==> config.mk <==
export PLATFORM = sky130hd
export DESIGN_NAME = xm_uart_rx
export DESIGN_NICKNAME = d
export VERILOG_FILES = /design/src/rtl/xm_uart_rx.sv
export SDC_FILE = /design/constraint.sdc
export NUM_CORES = 1
export LEC_CHECK = 0
export CORE_UTILIZATION = 28
export CTS_CLUSTER_DIAMETER = 60
export CTS_CLUSTER_SIZE = 25
export DETAILED_ROUTE_END_ITERATION = 10
export MAX_ROUTING_LAYER = met4
export PLACE_DENSITY = 0.5
export SLEW_MARGIN = 20
export SYNTH_ARGS = -nofsm -noshare
export SYNTH_HDL_FRONTEND = slang
export SYNTH_SLANG_ARGS = --single-unit
==> constraint.sdc <==
create_clock -name clk -period 3.3 [get_ports clk]
set_input_delay 0.66 -clock clk [delete_from_list [all_inputs] [get_ports clk]]
set_output_delay 0.66 -clock clk [all_outputs]
set_load 0.005 [all_outputs]
==> src/rtl/xm_uart_rx.sv <==
// xm_uart_rx: 8-N-1 UART receiver, 16x oversampling, 3-sample majority vote per bit.
// baud_set encoding matches xm_uart_tx (0:9600 1:19200 2:38400 3:57600 4:115200, else 9600).
// Optional macro UART_RX_PARITY_EN: 8-E-1 frames with an extra PARITY state and parity_err output.
//
// state  | meaning
// IDLE   | waiting for a falling edge on the synchronized line
// START  | start bit; aborts back to IDLE if its majority vote reads high (glitch)
// DATA   | eight data bits, LSB first, shifted in at sample tick 9
// PARITY | received parity bit (UART_RX_PARITY_EN only)
// STOP   | stop bit; byte published at tick 9, then straight back to IDLE
`timescale 1ns/1ps

module xm_uart_rx #(
    parameter int CLK_FREQ = 20_000_000
) (
    input  logic       clk,
    input  logic       rst,
    input  logic [2:0] baud_set,
    input  logic       rs232_rx,
    output logic [7:0] data_byte,
    output logic       rx_done,
    output logic       frame_err,
    output logic       uart_state
`ifdef UART_RX_PARITY_EN
    ,
    output logic       parity_err
`endif
);

`ifdef UART_RX_PARITY_EN
    typedef enum logic [2:0] {S_IDLE, S_START, S_DATA, S_PARITY, S_STOP} state_t;
`else
    typedef enum logic [2:0] {S_IDLE, S_START, S_DATA, S_STOP} state_t;
`endif

    // Rounded oversample dividers: (f + 8*baud) / (16*baud)
    localparam logic [7:0] DIV_9600   = 8'((CLK_FREQ + 8 * 9600)   / (16 * 9600));
    localparam logic [7:0] DIV_19200  = 8'((CLK_FREQ + 8 * 19200)  / (16 * 19200));
    localparam logic [7:0] DIV_38400  = 8'((CLK_FREQ + 8 * 38400)  / (16 * 38400));
    localparam logic [7:0] DIV_57600  = 8'((CLK_FREQ + 8 * 57600)  / (16 * 57600));
    localparam logic [7:0] DIV_115200 = 8'((CLK_FREQ + 8 * 115200) / (16 * 115200));

    state_t      state_q, state_d;
    logic        sync1_q, sync2_q, prev_q;
    logic [2:0]  baud_q, baud_d;
    logic [7:0]  div_q, div_d;
    logic [3:0]  tick_q, tick_d;
    logic [2:0]  bit_q, bit_d;
    logic [1:0]  vote_q, vote_d;
    logic [7:0]  shift_q, shift_d;
    logic [7:0]  data_q, data_d;
    logic        done_q, done_d;
    logic        ferr_q, ferr_d;
`ifdef UART_RX_PARITY_EN
    logic        par_q, par_d;
    logic        perr_q, perr_d;
`endif
    logic [7:0]  div_max;
    logic        tick_pulse;
    logic        maj;
    logic        fall;

    // Divider terminal count for the baud rate latched at the start edge
    always_comb begin
        unique case (baud_q)
            3'd1:    div_max = DIV_19200;
            3'd2:    div_max = DIV_38400;
            3'd3:    div_max = DIV_57600;
            3'd4:    div_max = DIV_115200;
            default: div_max = DIV_9600;
        endcase
    end

    assign tick_pulse = (div_q == div_max - 8'd1);
    assign fall       = prev_q & ~sync2_q;
    // vote_q[0] holds the tick-7 sample, vote_q[1] the tick-8 sample, sync2_q is tick 9
    assign maj        = (vote_q[0] & vote_q[1]) | (vote_q[0] & sync2_q) | (vote_q[1] & sync2_q);

    // Next-state and datapath logic for the receive FSM
    always_comb begin
        state_d = state_q;
        baud_d  = baud_q;
        div_d   = div_q;
        tick_d  = tick_q;
        bit_d   = bit_q;
        vote_d  = vote_q;
        shift_d = shift_q;
        data_d  = data_q;
        done_d  = 1'b0;
        ferr_d  = 1'b0;
`ifdef UART_RX_PARITY_EN
        par_d   = par_q;
        perr_d  = 1'b0;
`endif
        if (state_q == S_IDLE) begin
            div_d  = 8'd0;
            tick_d = 4'd0;
            bit_d  = 3'd0;
            if (fall) begin
                state_d = S_START;
                baud_d  = baud_set;
            end
        end else begin
            div_d = tick_pulse ? 8'd0 : div_q + 8'd1;
            if (tick_pulse) begin
                tick_d = tick_q + 4'd1;
                if (tick_q == 4'd7) vote_d[0] = sync2_q;
                if (tick_q == 4'd8) vote_d[1] = sync2_q;
                unique case (state_q)
                    S_START: begin
                        if (tick_q == 4'd9 && maj) state_d = S_IDLE;
                        else if (tick_q == 4'd15) begin
                            state_d = S_DATA;
                            bit_d   = 3'd0;
                        end
                    end
                    S_DATA: begin
                        if (tick_q == 4'd9) shift_d = {maj, shift_q[7:1]};
                        if (tick_q == 4'd15) begin
                            if (bit_q == 3'd7) begin
`ifdef UART_RX_PARITY_EN
                                state_d = S_PARITY;
`else
                                state_d = S_STOP;
`endif
                            end else begin
                                bit_d = bit_q + 3'd1;
                            end
                        end
                    end
`ifdef UART_RX_PARITY_EN
                    S_PARITY: begin
                        if (tick_q == 4'd9) par_d = maj;
                        if (tick_q == 4'd15) state_d = S_STOP;
                    end
`endif
                    S_STOP: begin
                        // Leave mid-stop-bit so a back-to-back start edge is not missed
                        if (tick_q == 4'd9) begin
                            data_d  = shift_q;
                            done_d  = 1'b1;
                            ferr_d  = ~maj;
`ifdef UART_RX_PARITY_EN
                            perr_d  = par_q ^ (^shift_q);
`endif
                            state_d = S_IDLE;
                        end
                    end
                    default: state_d = S_IDLE;
                endcase
            end
        end
    end

    // State, synchronizer and datapath registers
    always_ff @(posedge clk or negedge rst) begin
        if (!rst) begin
            state_q <= S_IDLE;
            sync1_q <= 1'b1;
            sync2_q <= 1'b1;
            prev_q  <= 1'b1;
            baud_q  <= 3'd0;
            div_q   <= 8'd0;
            tick_q  <= 4'd0;
            bit_q   <= 3'd0;
            vote_q  <= 2'd0;
            shift_q <= 8'd0;
            data_q  <= 8'd0;
            done_q  <= 1'b0;
            ferr_q  <= 1'b0;
`ifdef UART_RX_PARITY_EN
            par_q   <= 1'b0;
            perr_q  <= 1'b0;
`endif
        end else begin
            state_q <= state_d;
            sync1_q <= rs232_rx;
            sync2_q <= sync1_q;
            prev_q  <= sync2_q;
            baud_q  <= baud_d;
            div_q   <= div_d;
            tick_q  <= tick_d;
            bit_q   <= bit_d;
            vote_q  <= vote_d;
            shift_q <= shift_d;
            data_q  <= data_d;
            done_q  <= done_d;
            ferr_q  <= ferr_d;
`ifdef UART_RX_PARITY_EN
            par_q   <= par_d;
            perr_q  <= perr_d;
`endif
        end
    end

    assign data_byte  = data_q;
    assign rx_done    = done_q;
    assign frame_err  = ferr_q;
    assign uart_state = (state_q != S_IDLE);
`ifdef UART_RX_PARITY_EN
    assign parity_err = perr_q;
`endif

endmodule

==> impl_metrics.ini, run 1 <==
[synth]
yosys_warnings = 0
ys_types = 46
ys_ff_latch = 43
avgSynthCellArea_um2 = 10.4
ys.flop_type = dfrtp_1
synthesis.nets = 246
async_reset_ff_share_pct = 100
synth_edf_count = 0
synth.yosys.seq_area_share_pct = 45.4
syn_inst = 228
synth_area_um2 = 2380

[global_route]
grt_overflow = 0
grt_start_max_net_pins = 44
antenna_found_initial = 0
grt_first_pass_wirelength_um = 8520
grt_pass1_vias = 1772
grtUsageTotal_pct = 12.6

[critical_path]
reg2reg_slack_ns = 0.25
crit_slowest_cell = a2111oi_1
required_ns = 3.48
worstSetupStartpointType = flop
crit_start = baud_q[1]$_DFFE_PN0P_
path_delay_family = simple AND/OR/NAND/NOR gates
r2r_start = baud_q[1]$_DFFE_PN0P_
crit_buf_inv = 1
critPathArrivalTime_ns = 3.24
path_class = flop to flop
ff2ff_path_depth = 9
path_max_fanout = 7
crit_path_end_kind = flop
slowest_delay_ns = 0.49
reg2reg_to = vote_q[0]$_DFFE_PN0P_
crit_chain = or3_1 -> nand3_1 -> ha_1 -> buf_4 -> nor2_1 -> a2111oi_1 -> nor4b_2 -> nor4b_1 -> mux2_2

[finish]
fin_area_um2 = 2790
layout-drive-gt1-share_pct = 17.8
post-route-util_pct = 33.9
diodes = 0
finalNetCount = 264
area_growth_pct = 17.0

[cts]
cts-root-buf = clkbuf_8
htree_num_levels = 2
clk_pin_slew_worst_paths_ns = 0.10
worstSkewPairLatency_ns = 0.30
numClockSinks = 43
hold_buffers = 0
cts-resized-gates = 0
numCtsBuffers = 5
cts_tree = yes
cts_setup_buffers = 0
clockBufferDepth = 2

[detailed_routing]
drt_iter0_drc = 110
wl_um = 4740
first_pass_iters = 3
vias = 1730
wl_per_cell_um = 13.5
via_per_inst = 4.91
drc = 0
antenna_left = 0

[sta]
hold-worst-slack_ns = 0.324
setup_viol = 0
worstMarginPinSlew_ns = 0.588
max-slew-margin-rel_pct = 60.8
fin_setup_tns_ns = 0
finalHoldViolations = 0
fin_skew_ns = 0.0107
fmax_mhz = 328
min_period_over_period_pct = 92.5
period_minus_slack_ns = 3.05
maxSlewViolCount = 0
rsz0062_at_grt = yes

[flow_run]
drv_cap = 0

[floorplan]
die_w_um = 94.2
ioPinCount = 17
die_area_um2 = 8870
core_area_um2 = 8220
die_h_um = 94.2
floorplan.rows = 33
start_util_pct = 29.0

[placed_design]
dp_hpwl_um = 3440
dpl_cell_area_um2 = 2650
routabilityCongestion = 0.812
port_buffers = 16

[pwr]
total_power_uw = 1890
ir_worst_vdd_v = 0.000274
p_per_area_nw_per_um2 = 678
p_leak_uw = 0.00121

[outcome]
status = complete, no violations

[worst_hold_path]
hold_path_class = input pin to asynchronous set/reset pin
-- synth_stat cells (2+ instances only) --
master | n | area, um^2
a21oi_1 | 9 | 45.0
a32oi_1 | 2 | 17.5
and3_1 | 2 | 12.5
and3b_1 | 2 | 17.5
buf_2 | 4 | 20.0
clkbuf_1 | 7 | 26.3
dfrtp_1 | 40 | 1000
dfstp_2 | 3 | 78.8
ha_1 | 12 | 150
inv_1 | 9 | 33.8
mux2_2 | 21 | 236
nand2_1 | 17 | 63.8
nand2b_1 | 3 | 18.8
nand3_1 | 10 | 50.1
nand3b_1 | 2 | 15.0
nand4_1 | 3 | 18.8
nor2_1 | 5 | 18.8
nor2b_1 | 6 | 37.5
nor3_1 | 15 | 75.1
nor3b_1 | 3 | 22.5
nor4_1 | 2 | 12.5
nor4b_1 | 5 | 43.8
nor4bb_1 | 2 | 20.0
o211ai_1 | 3 | 22.5
o21ai_0 | 7 | 35.0
o31ai_1 | 3 | 22.5
or3_1 | 2 | 12.5
or4_1 | 3 | 22.5
xnor2_1 | 5 | 43.8
xor2_1 | 5 | 43.8
-- routing by layer --
| layer | global-route usage, % | vias to the layer above | routed length (um) |
|---|---|---|---|
| li1 | - | 865 | - |
| met1 | 16.0 | 846 | 2370 |
| met2 | 20.3 | 12 | 2230 |
| met3 | 1.94 | 7 | 69 |
| met4 | 4.23 | 0 | 71 |
| met5 | - | - | 0 |
-- per-stage QoR --
stage | std cells | setup WS [ns]
floorplan | 228 | 0.262
global placement | 343 | 0.158
detailed placement | 343 | 0.0728
CTS | 351 | 0.0204
global route | 352 | -0.0102
finish | 352 | 0.249
-- sequential cells by signal, indices dropped and copies added, names as in the netlist --
register   flops
baud_q         3
bit_q          3
data_byte      8
div_q          8
frame_err      1
prev_q         1
rx_done        1
shift_q        8
state_q        2
sync1_q        1
sync2_q        1
tick_q         4
vote_q         2
-- power breakdown --
part           leakage (uW)  total, uW  switching (uW)  internal [uW]
sequential         0.000557        689            88.7            601
combinational      0.000610        848             482            366
clock             0.0000408        351             200            152
-- cell usage in the layout, fill, tap and decap left out, drive strengths merged, types with 7 or more instances in the layout --
cell,n
clkdlybuf4s50,15
nor3,15
dfrtp,40
nand3,10
a21oi,9
mux2,21
ha,12
nand2,17
buf,8
inv,10
o21ai,7
-- final cells by class --
| type | instances | area (um^2) |
|---|---|---|
| clock buffers | 5 | 68.8 |
| clock inverters | 3 | 23.8 |
| fillers | 842 | 5430 |
| inverters | 9 | 33.8 |
| multi-input cells | 164 | 1220 |
| flip-flops and latches | 43 | 1080 |
| well taps | 105 | 131 |
| repair buffers | 23 | 228 |
-- how the worst max path moves through the flow --
stage                                  endpoint  slack [ns]  cells after the start
final                     vote_q[0]$_DFFE_PN0P_        0.25                      9
after detailed placement  vote_q[0]$_DFFE_PN0P_        0.07                      9
after global placement    vote_q[0]$_DFFE_PN0P_        0.16                      9
after CTS                 vote_q[0]$_DFFE_PN0P_        0.02                      9
after floorplan            bit_q[1]$_DFFE_PN0P_        0.26                     12
after global routing      vote_q[0]$_DFFE_PN0P_       -0.01                      9
-- cell families after synthesis --
logic type / after synthesis / share of synthesized area (%)
buffers and inverters: 21 / 3.84
and+or+nand+nor: 87 / 21.2
DFF: 43 / 45.4
AOI/OAI and AO/OA: 33 / 9.25
adders and majority gates: 13 / 6.73
muxes: 21 / 9.94
xor gates and xnor gates: 10 / 3.68
No activity file was read; power rests on OpenSTA's default activity.
==> run 2, diff against run 1 <==
--- a/config.mk
+++ b/config.mk
@@ -11,6 +11,7 @@
 export DETAILED_ROUTE_END_ITERATION = 10
 export MAX_ROUTING_LAYER = met4
 export PLACE_DENSITY = 0.5
+export REMOVE_ABC_BUFFERS = 1
 export SLEW_MARGIN = 20
 export SYNTH_ARGS = -nofsm -noshare
 export SYNTH_HDL_FRONTEND = slang
==> run 2 against run 1 <==
First-iteration DRC count shrank 30%. Via count grew 1.8%. Cell count is the same. Worst setup slack lost 0.0035 ns. Critical path depth is the same. Clock skew shrank 0.0034 ns. Sequential power is essentially flat. Sequential share of layout area is the same. Largest cell class unchanged. Highest routed layer unchanged.
==> impl_metrics.ini, run 2 (synthesized netlist as in run 1, its figures left out) <==
[outcome]
status = complete, no violations

[sta]
max-slew-margin-rel_pct = 44.8
fmax_mhz = 327
period_minus_slack_ns = 3.05
fin_skew_ns = 0.00735
setup_viol = 0
worstMarginPinSlew_ns = 0.828
rsz0062_at_grt = no
fin_setup_tns_ns = 0
finalHoldViolations = 0
min_period_over_period_pct = 92.6
maxSlewViolCount = 0

[finish]
final_cell_mix = 40 x dfrtp_1, 21 x mux2_2, 17 x nand2_1
layout-drive-gt1-share_pct = 17.4
diodes = 0
finalNetCount = 264
area_growth_pct = 17.0
mostFrequentLayoutCell = dfrtp_1
fillers = 816

[detailed_routing]
via_per_inst = 5.01
wl_per_cell_um = 13.8
antenna_left = 0
drc = 0
wl_um = 4870
vias = 1762
drt_iter0_drc = 77
first_pass_iters = 4

[cts]
cts-root-buf = clkbuf_8
cts_setup_buffers = 0
numClockSinks = 43
hold_buffers = 0
numCtsBuffers = 5
htree_num_levels = 2
worstSkewPairLatency_ns = 0.30
clockBufferDepth = 2
clk_pin_slew_worst_paths_ns = 0.09
cts_tree = yes

[floorplan]
core_area_um2 = 8220
ioPinCount = 17
die_area_um2 = 8870
die_h_um = 94.2
start_util_pct = 29.0
die_w_um = 94.2
floorplan.rows = 33

[critical_path]
crit_path_end_kind = flop
crit_slowest_cell = or4b_1
path_max_fanout = 7
critPathArrivalTime_ns = 3.28
r2r_start = baud_q[0]$_DFFE_PN0P_
ff2ff_path_depth = 9
worstSetupStartpointType = flop
crit_chain = or3_1 -> nand3_1 -> ha_1 -> buf_4 -> nor2_1 -> a211oi_1 -> or4b_1 -> or4_1 -> a21oi_1
path_class = flop to flop
reg2reg_slack_ns = 0.25
slowest_delay_ns = 0.62
reg2reg_to = tick_q[3]$_DFFE_PN0P_
required_ns = 3.52

[pwr]
p_leak_uw = 0.00121
total_power_uw = 1990
p_per_area_nw_per_um2 = 714
ir_worst_vdd_v = 0.000271

[global_route]
grt_start_max_net_pins = 44
grtUsageTotal_pct = 12.5
grt_overflow = 0
grt_pass1_vias = 1661
antenna_found_initial = 0
grt_first_pass_wirelength_um = 8270

[flow_run]
drv_cap = 0

[placed_design]
routabilityCongestion = 0.760
port_buffers = 16
dp_hpwl_um = 3410

[worst_hold_path]
hold_path_class = input pin to asynchronous set/reset pin
run 2: cell types whose count changed in the layout (fill, tap and decap cells not counted):
cell / before / now
or4b_4: 1 / 0
buf_16: 1 / 0
or4b_1: 0 / 1
a2111oi_1: 1 / 0
bufinv_16: 0 / 1
clkinvlp_4: 2 / 1
buf_2: 1 / 0
a2111oi_0: 0 / 1
buf_4: 6 / 8
run 2: power by group:
group	switching, uW	internal [uW]
combinational	491	376
sequential	89.2	601
clock	203	228
run 2: final cells by class:
| cell class | instances | area [um^2] | area share [%] |
|---|---|---|---|
| clock buffers | 5 | 68.8 | 2.47 |
| clock inverters | 3 | 46.3 | 1.66 |
| inverters | 9 | 33.8 | 1.21 |
| multi-input cells | 164 | 1210 | 43.6 |
| flip-flops and latches | 43 | 1080 | 38.8 |
| well taps | 105 | 131 | 4.72 |
| repair buffers | 23 | 210 | 7.55 |
run 2: metal layers:
metal / up-vias / GRT usage, % / share of wire (%)
met3: 7 / 2.75 / 2.6
met4: 0 / 4.10 / 1.3
met1: 867 / 17.9 / 53
met5: - / - / 0
met2: 28 / 17.3 / 43
li1: 860 / - / -
run 2: repair_timing:
item                                    4_1_cts  5_1_grt
endpoints found under the setup margin        0        1
hold endpoints to repair                      0        0
resized for setup                             0        1
run 2: critical path: cells and delay by family (launching register included):
kind,cells,cell delay [ns]
AOI/OAI and AO/OA,2,0.51
adders and majority gates,1,0.19
buffers and inverters,1,0.16
DFF,1,0.40
and+or+nand+nor,5,1.73
run 2: worst max path at each step:
stage | slack [ns] | endpoint | startpoint
5_1_grt | 0.01 | tick_q[3]$_DFFE_PN0P_ | baud_q[1]$_DFFE_PN0P_
3_5_place_dp | 0.25 | vote_q[0]$_DFFE_PN0P_ | baud_q[0]$_DFFE_PN0P_
6_report | 0.25 | tick_q[3]$_DFFE_PN0P_ | baud_q[0]$_DFFE_PN0P_
3_3_place_gp | 0.13 | vote_q[0]$_DFFE_PN0P_ | baud_q[1]$_DFFE_PN0P_
2_1_floorplan | 0.19 | tick_q[3]$_DFFE_PN0P_ | baud_q[0]$_DFFE_PN0P_
4_1_cts | 0.23 | vote_q[0]$_DFFE_PN0P_ | baud_q[0]$_DFFE_PN0P_
run 2: per-stage QoR:
stage	instances	util, %	worst slack [ns]	hold slack (ns)	cell area (um^2)
after CTS	352	33.8	0.230	0.361	2780
after global placement	344	32.4	0.130	0.347	2660
after detailed placement	344	32.4	0.253	0.347	2660
after floorplan	216	-	0.185	0.345	2320
final	352	33.9	0.246	0.333	2790
after global routing	352	33.9	0.0139	0.368	2790
